`src/rtl/reg16x32_write_port_pkg.sv`:
```
// Shared constants, FSM encoding and write payload type for the 16x32 register bank write port.
package reg16x32_write_port_pkg;

    localparam int unsigned WIDTH  = 32;
    localparam int unsigned DEPTH  = 16;
    localparam int unsigned ADDR_W = 4;
    localparam int unsigned Q_W    = DEPTH * WIDTH;

    localparam logic [0:0] ST_IDLE  = 1'b0;
    localparam logic [0:0] ST_CLEAR = 1'b1;

    typedef struct packed {
        logic [ADDR_W-1:0] addr;
        logic [WIDTH-1:0]  data;
    } wr_req_t;

endpackage

```
`src/rtl/reg16x32_write_port_if.sv`:
```
// Write/clear handshake and flat register-contents bus between a producer and the register bank.
interface reg16x32_write_port_if;
    import reg16x32_write_port_pkg::*;

    logic           wr_valid;
    logic           wr_ready;
    wr_req_t        wr_req;
    logic           clr_req;
    logic           busy;
    logic           clr_done;
    logic [Q_W-1:0] q;

    modport master (
        output wr_valid, wr_req, clr_req,
        input  wr_ready, busy, clr_done, q
    );

    modport slave (
        input  wr_valid, wr_req, clr_req,
        output wr_ready, busy, clr_done, q
    );

endinterface

```
`src/rtl/reg16x32_write_port_decoder_4x16.sv`:
```
// 4-to-16 one-hot decoder with enable; all-zero output when disabled.
module decoder_4x16
    import reg16x32_write_port_pkg::*;
(
    input  logic [ADDR_W-1:0] sel_i,
    input  logic              en_i,
    output logic [DEPTH-1:0]  onehot_o
);

    always_comb begin
        onehot_o = '0;
        if (en_i) begin
            onehot_o[sel_i] = 1'b1;
        end
    end

endmodule

```
`src/rtl/reg16x32_write_port.sv`:
```
// Write side of the 16x32 register bank: handshake writes, sequential 16-cycle clear,
// and the flat Q bus feeding the read mux inputs I0..I15.
module reg16x32_write_port
    import reg16x32_write_port_pkg::*;
#(
    parameter bit HARD_ZERO = 1'b1
) (
    input  logic                  clk,
    input  logic                  rst_n,
    reg16x32_write_port_if.slave  bus
);

    logic [0:0]        state_q, state_d;
    logic [ADDR_W-1:0] cnt_q, cnt_d;
    logic              clr_done_q, clr_done_d;
    logic              clearing;
    logic              wr_fire;
    logic [ADDR_W-1:0] dec_sel;
    logic              dec_en;
    logic [DEPTH-1:0]  en;
    logic [WIDTH-1:0]  reg_d;
    logic [WIDTH-1:0]  regs_q [DEPTH];

    assign clearing     = (state_q == ST_CLEAR);
    assign bus.wr_ready = (state_q == ST_IDLE) && !bus.clr_req;
    assign bus.busy     = clearing;
    assign bus.clr_done = clr_done_q;
    assign wr_fire      = bus.wr_valid && bus.wr_ready;

    // One decoder serves both paths: the clear counter owns it while clearing.
    assign dec_sel = clearing ? cnt_q : bus.wr_req.addr;
    assign dec_en  = clearing || wr_fire;
    assign reg_d   = clearing ? '0 : bus.wr_req.data;

    decoder_4x16 u_dec (
        .sel_i    (dec_sel),
        .en_i     (dec_en),
        .onehot_o (en)
    );

    always_ff @(posedge clk or negedge rst_n) begin
        if (!rst_n) begin
            state_q    <= ST_IDLE;
            cnt_q      <= '0;
            clr_done_q <= 1'b0;
        end else begin
            state_q    <= state_d;
            cnt_q      <= cnt_d;
            clr_done_q <= clr_done_d;
        end
    end

    always_comb begin
        state_d    = state_q;
        cnt_d      = cnt_q;
        clr_done_d = 1'b0;
        case (state_q)
            ST_IDLE: begin
                if (bus.clr_req) begin
                    state_d = ST_CLEAR;
                    cnt_d   = '0;
                end
            end
            ST_CLEAR: begin
                // Counter wrap 15->0 coincides with the return to IDLE.
                cnt_d = cnt_q + ADDR_W'(1);
                if (cnt_q == ADDR_W'(DEPTH - 1)) begin
                    state_d    = ST_IDLE;
                    clr_done_d = 1'b1;
                end
            end
            default: begin
                state_d = ST_IDLE;
                cnt_d   = '0;
            end
        endcase
    end

    for (genvar i = 0; i < DEPTH; i++) begin : g_reg
        localparam bit LOCKED = HARD_ZERO && (i == 0);

        always_ff @(posedge clk or negedge rst_n) begin
            if (!rst_n) begin
                regs_q[i] <= '0;
            end else if (en[i] && !LOCKED) begin
                regs_q[i] <= reg_d;
            end
        end

        assign bus.q[i*WIDTH +: WIDTH] = regs_q[i];
    end

endmodule
```
`src/flat_wrapper.sv`:
```
// flat-port wrapper written by rule: the top's interface ports become plain ports
module reg16x32_write_port_flat import reg16x32_write_port_pkg::*;
#(
    parameter bit HARD_ZERO = 1'b1
)
  (clk, rst_n, bus_wr_valid, bus_wr_req, bus_clr_req, bus_wr_ready, bus_busy, bus_clr_done, bus_q);
  reg16x32_write_port_if bus_i ();
  input  logic clk;
  input  logic rst_n;
  input wire logic [$bits(bus_i.wr_valid)-1:0] bus_wr_valid;
  input wire logic [$bits(bus_i.wr_req)-1:0] bus_wr_req;
  input wire logic [$bits(bus_i.clr_req)-1:0] bus_clr_req;
  output wire logic [$bits(bus_i.wr_ready)-1:0] bus_wr_ready;
  output wire logic [$bits(bus_i.busy)-1:0] bus_busy;
  output wire logic [$bits(bus_i.clr_done)-1:0] bus_clr_done;
  output wire logic [$bits(bus_i.q)-1:0] bus_q;
  assign bus_i.wr_valid = bus_wr_valid;
  assign bus_i.wr_req = bus_wr_req;
  assign bus_i.clr_req = bus_clr_req;
  assign bus_wr_ready = bus_i.wr_ready;
  assign bus_busy = bus_i.busy;
  assign bus_clr_done = bus_i.clr_done;
  assign bus_q = bus_i.q;
  reg16x32_write_port #(.HARD_ZERO(HARD_ZERO)) u_core (.clk(clk), .rst_n(rst_n), .bus(bus_i));
endmodule
```
`config.mk`:
```
export PLATFORM = sky130hd
export DESIGN_NAME = reg16x32_write_port_flat
export DESIGN_NICKNAME = d
export VERILOG_FILES = /design/src/rtl/reg16x32_write_port_pkg.sv /design/src/rtl/reg16x32_write_port_if.sv /design/src/rtl/reg16x32_write_port_decoder_4x16.sv /design/src/rtl/reg16x32_write_port.sv /design/src/flat_wrapper.sv
export SDC_FILE = /design/constraint.sdc
export NUM_CORES = 1
export LEC_CHECK = 0
export CORE_AREA = 5 5 214 216
export CTS_BUF_LIST = sky130_fd_sc_hd__clkbuf_8
export DETAILED_ROUTE_END_ITERATION = 7
export DIE_AREA = 0 0 219 221
export DONT_BUFFER_PORTS = 1
export PLACE_DENSITY_LB_ADDON = 0.05
export SKIP_LAST_GASP = 1
export SYNTH_ARGS = -nofsm -noshare
export SYNTH_HDL_FRONTEND = slang
export SYNTH_SLANG_ARGS = --single-unit
```
`constraint.sdc`:
```
create_clock -name clk -period 5.6 [get_ports clk]
set_input_delay 0.56 -clock clk [delete_from_list [all_inputs] [get_ports clk]]
set_output_delay 0.56 -clock clk [all_outputs]
set_load 0.05 [all_outputs]
```
After elaboration in Yosys (flattened, before gate mapping) --
Index checks and enable logic that the tools add are counted.
Storage, ports and cells: flip-flop bits (word level) 486, bits of input ports 40
Cells by class: add/subtract/negate cells 1, magnitude comparators 2, eq/ne operators 2, multiplexer cells 12, bitwise logic cells 1, reductions and logical operators 5
Operator list (number):
- 32-bit 2-to-1 mux | 1
- 16-bit 2-to-1 mux | 1
- 4-bit 2-to-1 mux | 2
- 4-bit one-hot mux with 2 select lines | 1
- 4-bit by 5-bit < comparator with 1-bit output, second input constant | 1
- 1-bit 2-to-1 mux | 5
- 4-bit by 1-bit adder with 4-bit output, second input constant | 1
- 1-bit demux with 4-bit select | 1
- 4-bit equality test, second input constant | 1
- 4-bit by 1-bit greater-or-equal comparator with 1-bit output, second input constant | 1
- 1-bit logical AND | 3
- 2-bit != test, second input constant | 1
- 1-bit one-hot mux with 2 select lines | 1
- 1-bit logical NOT | 1
- 1-bit logical OR | 1
- 1-bit NOT | 1

Longest topological paths before layout --
Gate-level depths: netlist (run 1).
depth in word-level cells 6, gate-level depth with buffers 6, mapped depth without buffers 4

Cells and area by module --
Synthesis (run 1) repeated with hierarchy kept, for this count alone.
Unflattened totals: cells, all modules 1172, area total of the unflattened synthesis 18726.7 µm²
By module, submodules not included:
- reg16x32_write_port | times used 1, cells an instance 1149, area each 18609.1 µm², sequential area each 12161.7 µm²
- decoder_4x16 | times used 1, cells an instance 23, area each 117.6 µm², sequential area each 0.0 µm²

Worst setup path before layout (run 1) --
OpenSTA, ideal clock, no wires.
path kind reg2reg, from reg u_core.state_q, in the netlist u_core.bus.busy, to reg u_core.regs_q, in the netlist u_core.bus.q[277], setup time 125 ps, arrival 2134 ps, slack 3341 ps, cell stages (with the launch flop) 6, path buffers 2, clock period less this slack 2259 ps, cells stage by stage dfrtp_1 buf_4 or3b_4 a221oi_4 buf_6 mux2_2
On the way: longest elaborated chain between the ends 6, elaborated cells between the ends (all ways) 12, those cells by class 2 x order compare; 5 x mux; 1 x bitwise; 4 x reduce/logical
RTL lines:
- start: declaration | RTL line reg16x32_write_port.sv:13 | logic [0:0] state_q, state_d;
- start signal: assignment | RTL line reg16x32_write_port.sv:47 | state_q <= state_d;
- 4-bit 2-to-1 mux | RTL line reg16x32_write_port.sv:31 | assign dec_sel = clearing ? cnt_q : bus.wr_req.addr;
- 4-bit by 5-bit < comparator with 1-bit output (not written as such) or 4-bit by 1-bit greater-or-equal comparator with 1-bit output (tied branches) | RTL line reg16x32_write_port_decoder_4x16.sv:13 | onehot_o[sel_i] = 1'b1;
- 1-bit logical AND (not written as such) | RTL line reg16x32_write_port_decoder_4x16.sv:13
- 1-bit 2-to-1 mux (not written as such) | RTL line reg16x32_write_port_decoder_4x16.sv:13
- 1-bit demux with 4-bit select | RTL line reg16x32_write_port_decoder_4x16.sv:13
- 16-bit 2-to-1 mux | RTL line reg16x32_write_port_decoder_4x16.sv:12 | if (en_i) begin
- end signal: indexed assignment | RTL line reg16x32_write_port.sv:86 | regs_q[i] <= reg_d;
- end: declaration | RTL line reg16x32_write_port.sv:22 | logic [WIDTH-1:0] regs_q [DEPTH];
Several ways; a longest one is shown, not always the timed one. A chain may end at the register's enable or synchronous reset.

Worst setup path after layout (run 1) --
from reg u_core.state_q, in the netlist u_core.bus.busy, to reg u_core.regs_q, in the netlist u_core.bus.q[60]
The elaborated chain is that of the path after synthesis.

==> results.py, run 1 <==
metrics = {
    "status": {
        "status": "finished, violations left",
        "violations": "hold timing",
    },
    "final_layout": {
        "fin_area_sq_um": 21210,
        "drive_gt1_frac": 0.4831,
        "syn2layout_area_growth_pct": 10.73,
        "fill_cells": 3842,
        "nets": 1249,
    },
    "clock_network": {
        "clkTransAtPathRegs_ns": 0.06,
        "numCtsBuffers": 81,
        "cts_max_path_buffers": 3,
        "hold_buffers": 1,
        "cts_setup_buffers": 0,
        "cts.sinks": 486,
        "cts_tree": "done",
        "worstSkewPairLatency_ns": 0.64,
        "cts-root-buf": "clkbuf_8",
        "htree_levels": 3,
        "cts_resized": 0,
    },
    "yosys": {
        "avgSynthCellArea_sq_um": 16.33,
        "synthDistinctLibCells": 38,
        "ys_ff_latch": 486,
        "syn-cell-area_sq_um": 19150,
        "synth_top_cell_by_area": "dfrtp_1",
        "synth_top_flop_cell": "dfrtp_1",
        "yosys_warnings": 32,
        "synth_edf_count": 0,
        "synth_seq_area_share": 0.6349,
        "synthTopCellsByArea": "dfrtp_1, mux2_2, mux2_1",
        "synth_top_area_frac": 0.6349,
        "async_flop_share": 1.000,
        "netlist_instances": 1173,
    },
    "timing": {
        "max_freq_ghz": 0.3178,
        "hold_violations": 486,
        "tightest_slew_ns": 1.274,
        "slew_violations": 0,
        "finalSetupViolations": 0,
        "fin_setup_tns_ns": 0,
        "setup_ws_ns": 2.454,
        "clock_skew_ns": 0.02035,
        "rsz0062_at_grt": "no",
        "finalCriticalPeriod_ns": 3.146,
        "period_share": 0.5619,
        "slew-limit-headroom": 0.1506,
        "holdWs_ns": -0.3797,
    },
    "routing": {
        "drtIter0Drc": 576,
        "viasPerCell": 5.302,
        "dr_total_vias": 9873,
        "drt-pass1-iter-count": 4,
        "ant_nets": 0,
        "drcViolationCount": 0,
        "wirelength_um": 55840,
        "wl_per_cell_um": 29.99,
    },
    "worst_setup_path": {
        "crit_required_ns": 6.11,
        "critPathTopFamily": "buffers and inverters",
        "cp_slowest_stage_delay_ns": 0.85,
        "arrival_ns": 3.66,
        "cp-start-kind": "flip-flop",
        "crit_fanout": 56,
        "r2r_setup_slack_ns": 2.45,
        "end_kind": "flip-flop",
        "cp_slowest_cell": "a22oi_2",
        "path_cells": "buf_4 -> nor3_1 -> a22oi_2 -> buf_4 -> mux2_2",
        "path_class": "reg -> reg",
        "crit_path_frequent_cell": "buf_4",
        "cp_num_buf_inv": 2,
    },
    "placed_design": {
        "port_buffers": 0,
        "dp_slack_ns": 2.334,
        "gp_congestion": 0.7502,
        "dpl.hpwl_um": 37390,
        "place_area_sq_um": 19570,
    },
    "min_path": {
        "hold_class": "in -> async",
    },
    "run": {
        "drv_cap": 0,
    },
    "floorplanning": {
        "die_x_um": 219,
        "io_pins": 555,
        "core_sq_um": 43740,
        "die_area_sq_um": 48400,
        "fp-row-count": 77,
        "initial_core_util": 0.4379,
        "die_h_um": 221,
    },
    "global_route": {
        "grt_pass1_wl_um": 80470,
        "antenna_found_initial": 2,
        "grt_overflow": 0,
        "track_usage": 0.2262,
        "grt_max_degree": 487,
        "grt_pass1_vias": 10528,
    },
}
## through the flow
stage / util / cells
finish: 0.4849 / 1862
global route: 0.4849 / 1862
CTS: 0.4849 / 1861
detailed placement: 0.4475 / 1716
global placement: 0.4475 / 1716
floorplan: - / 1204
## worst paths after layout
path,start,to,cells after the start
max,u_core.bus.busy,u_core.bus.q[60],5
min,rst_n,u_core.bus.q[150],0
max reg2reg,u_core.bus.busy,u_core.bus.q[60],5
min reg2reg,u_core.cnt_q[0],u_core.cnt_q[0],1
max in group asynchronous,rst_n,u_core.bus.q[336],0
min in group clk,bus_clr_req,u_core.cnt_q[3],2
## placed cells by master, fill, tap and decap left out, types with 2 or more instances in the layout
| cell type | instances |
|---|---|
| a21o_1 | 2 |
| a221oi_4 | 8 |
| a22o_2 | 3 |
| a32oi_4 | 2 |
| buf_4 | 39 |
| clkbuf_8 | 105 |
| clkinv_2 | 3 |
| clkinvlp_4 | 3 |
| conb_1 | 32 |
| dfrtp_1 | 485 |
| inv_1 | 31 |
| inv_6 | 2 |
| mux2_1 | 48 |
| mux2_2 | 433 |
| nand2_1 | 2 |
| nand2b_1 | 2 |
| nand3_1 | 2 |
| nand3b_1 | 3 |
| nor2_1 | 2 |
| nor2b_1 | 29 |
| nor2b_2 | 4 |
| nor3_1 | 2 |
| nor3b_1 | 4 |
| o21ai_0 | 2 |
| or3b_4 | 3 |
## per-layer routing
| metal | vias to the layer above | GRT usage | wire (um) |
|---|---|---|---|
| li1 | 4129 | - | - |
| met1 | 5257 | 0.2578 | 20220 |
| met2 | 402 | 0.3712 | 27370 |
| met3 | 85 | 0.1093 | 6666 |
| met4 | 0 | 0.08083 | 1581 |
| met5 | - | 0 | 0 |
## state kept, by name, indices dropped and copies added, names as in the netlist
signal / flops
u_core.bus.busy: 1
u_core.cnt_q: 4
u_core.bus.q: 480
u_core.bus.clr_done: 1
## cells by family after synthesis
kind of cell	Yosys count	synth area share
flops	486	0.6349
mux	482	0.2840
buf+inv	120	0.04141
simple gates	62	0.02247
compound gates	19	0.01548
xor+xnor	2	0.0009147
fa+ha+maj	1	0.0006531
other cells	1	0.0001958
## synth_stat cells (2+ instances only)
cell type	count
a21o_1	2
buf_4	34
nand3_1	2
nor2_1	2
a32oi_1	2
dfrtp_1	486
or3b_4	3
buf_2	22
buf_6	25
a221oi_4	8
o21ai_0	2
mux2_1	48
nor3_1	2
nand2b_1	2
nor2b_1	33
a22o_1	3
nand2_1	2
nor3b_1	4
mux2_2	433
nand3b_1	3
clkbuf_1	38
## area by class of cell
cell class | count | area [sq um] | area share
sequential | 486 | 12160 | 0.5734
multi-input combinational | 598 | 6374 | 0.3005
clock buffer | 105 | 1445 | 0.06813
tap | 592 | 740.7 | 0.03492
timing repair buffer | 40 | 302.8 | 0.01428
clock inverter | 39 | 178.9 | 0.008436
inverter | 1 | 3.754 | 0.0001770
antenna | 1 | 2.502 | 0.0001180
Power of run 1 is left out: the tool's default activity adds up to more than one toggle a clock period on the data nets, which glitch-free logic cannot reach.
==> run 2: changes to the inputs <==
Clock period 5.6 ns to 2.93 ns, I/O delays scaled along.
==> run 2 against run 1 <==
Net effect: the run still ends with hold timing left; die area is the same; hold slack lost 0.25 ns; sequential share of layout area shrank 0.69 points; first-iteration DRC count shrank 6.8%; worst setup slack lost 2.2 ns; utilization grew 0.59 points; design area grew 1.2%; clock-buffer cell count grew 7; routed wire length shrank 2.2%; sequential cell count is the same; critical path depth shrank 3; via count shrank 0.10%.
==> results.py, run 2 (same netlist as run 1, synthesis figures left out) <==
metrics = {
    "status": {
        "status": "finished, violations left",
        "violations": "hold timing",
    },
    "timing": {
        "finalSetupViolations": 0,
        "slew_violations": 0,
        "clock_skew_ns": 0.01700,
        "tightest_slew_ns": 1.314,
        "holdWs_ns": -0.6346,
        "finalCriticalPeriod_ns": 2.682,
        "setup_ws_ns": 0.2481,
        "max_freq_ghz": 0.3729,
        "slew-limit-headroom": 0.1224,
        "period_share": 0.9153,
        "hold_violations": 486,
        "fin_setup_tns_ns": 0,
        "rsz0062_at_grt": "no",
    },
    "floorplanning": {
        "die_x_um": 219,
        "fp-row-count": 77,
        "die_h_um": 221,
        "io_pins": 555,
        "initial_core_util": 0.4379,
        "die_area_sq_um": 48400,
        "core_sq_um": 43740,
    },
    "final_layout": {
        "drive_gt1_frac": 0.4899,
        "largest_reg_flops": 480,
        "layout_common_cells": "dfrtp_1, mux2_2, clkbuf_8",
        "nets": 1263,
        "fin_area_sq_um": 21470,
        "multiInputGateArea_sq_um": 6369,
        "final_common_cell": "dfrtp_1",
        "stdcell_count": 1875,
        "register_area_sq_um": 12160,
        "fill_cells": 3835,
        "syn2layout_area_growth_pct": 12.08,
    },
    "worst_setup_path": {
        "cp_num_buf_inv": 1,
        "path_class": "reg -> out",
        "regToRegStartpoint": "u_core.bus.busy",
        "path_cells": "buf_4 -> nor2_1",
        "cp_slowest_cell": "nor2_1",
        "arrival_ns": 2.39,
        "critPathTopFamily": "simple AND/OR/NAND/NOR gates",
        "cp-start-kind": "flip-flop",
        "end_kind": "primary output",
        "crit_required_ns": 2.64,
        "startpoint": "u_core.bus.busy",
        "cp_slowest_stage_delay_ns": 0.91,
        "crit_fanout": 20,
    },
    "clock_network": {
        "cts_resized": 0,
        "htree_levels": 3,
        "hold_buffers": 1,
        "cts_tree": "done",
        "worstSkewPairLatency_ns": 0.64,
        "numCtsBuffers": 81,
        "cts.sinks": 486,
        "cts-root-buf": "clkbuf_8",
        "cts_max_path_buffers": 3,
        "clkTransAtPathRegs_ns": 0.06,
        "cts_setup_buffers": 0,
    },
    "global_route": {
        "track_usage": 0.2209,
        "grt_pass1_vias": 10350,
        "antenna_found_initial": 1,
        "grt_max_degree": 487,
        "grt_pass1_wl_um": 78650,
        "grt_overflow": 0,
    },
    "routing": {
        "dr_total_vias": 9863,
        "wl_per_cell_um": 29.11,
        "drtIter0Drc": 537,
        "drcViolationCount": 0,
        "ant_nets": 0,
        "viasPerCell": 5.260,
        "drt-pass1-iter-count": 4,
        "wirelength_um": 54590,
    },
    "placed_design": {
        "gp_congestion": 0.7861,
        "port_buffers": 0,
        "dpl.hpwl_um": 37500,
        "place_area_sq_um": 19760,
        "dp_slack_ns": 0.5035,
        "placedCellCount": 1730,
    },
    "min_path": {
        "hold_class": "in -> async",
    },
    "run": {
        "drv_cap": 0,
    },
}
[run 2: cell types whose count changed in the layout (fill, tap and decap cells not counted), sizes merged]
| cell | change |
|---|---|
| buf | +14 |
| clkbuf | +7 |
| inv | -7 |
| bufinv | +1 |
| clkinv | -1 |
| clkinvlp | -1 |
[run 2: worst paths after layout]
path | end | slack (ns) | cells past startpoint
setup / recovery | bus_wr_ready | 0.25 | 2
hold / removal | u_core.bus.q[91] | -0.63 | 0
setup reg to reg | u_core.bus.q[314] | 0.51 | 6
hold reg to reg | u_core.cnt_q[0] | 0.72 | 1
max in group asynchronous | u_core.bus.q[51] | 2.55 | 0
min in group clk | u_core.bus.q[326] | 0.12 | 2
[run 2: layout make-up]
type	instances	area share
sequential	486	0.5666
timing repair buffer	54	0.02308
multi-input combinational	598	0.2967
antenna	1	0.0001166
clock inverter	31	0.007110
inverter	1	0.0001748
tap	592	0.03450
clock buffer	112	0.07180
[run 2: layer usage]
| layer | up-vias | GRT usage | routed length [um] |
|---|---|---|---|
| li1 | 4168 | - | - |
| met1 | 5262 | 0.2513 | 19920 |
| met2 | 373 | 0.3619 | 26840 |
| met3 | 60 | 0.1126 | 6550 |
| met4 | 0 | 0.07293 | 1273 |
| met5 | - | 0 | 0 |
[run 2: metrics by stage]
step	hold WS, ns	util
floorplan	-0.002591	-
global route	-0.6825	0.4908
finish	-0.6346	0.4908
detailed placement	0.01562	0.4518
global placement	0.01268	0.4518
CTS	-0.6934	0.4908
Power of run 2 is left out for the same reason.
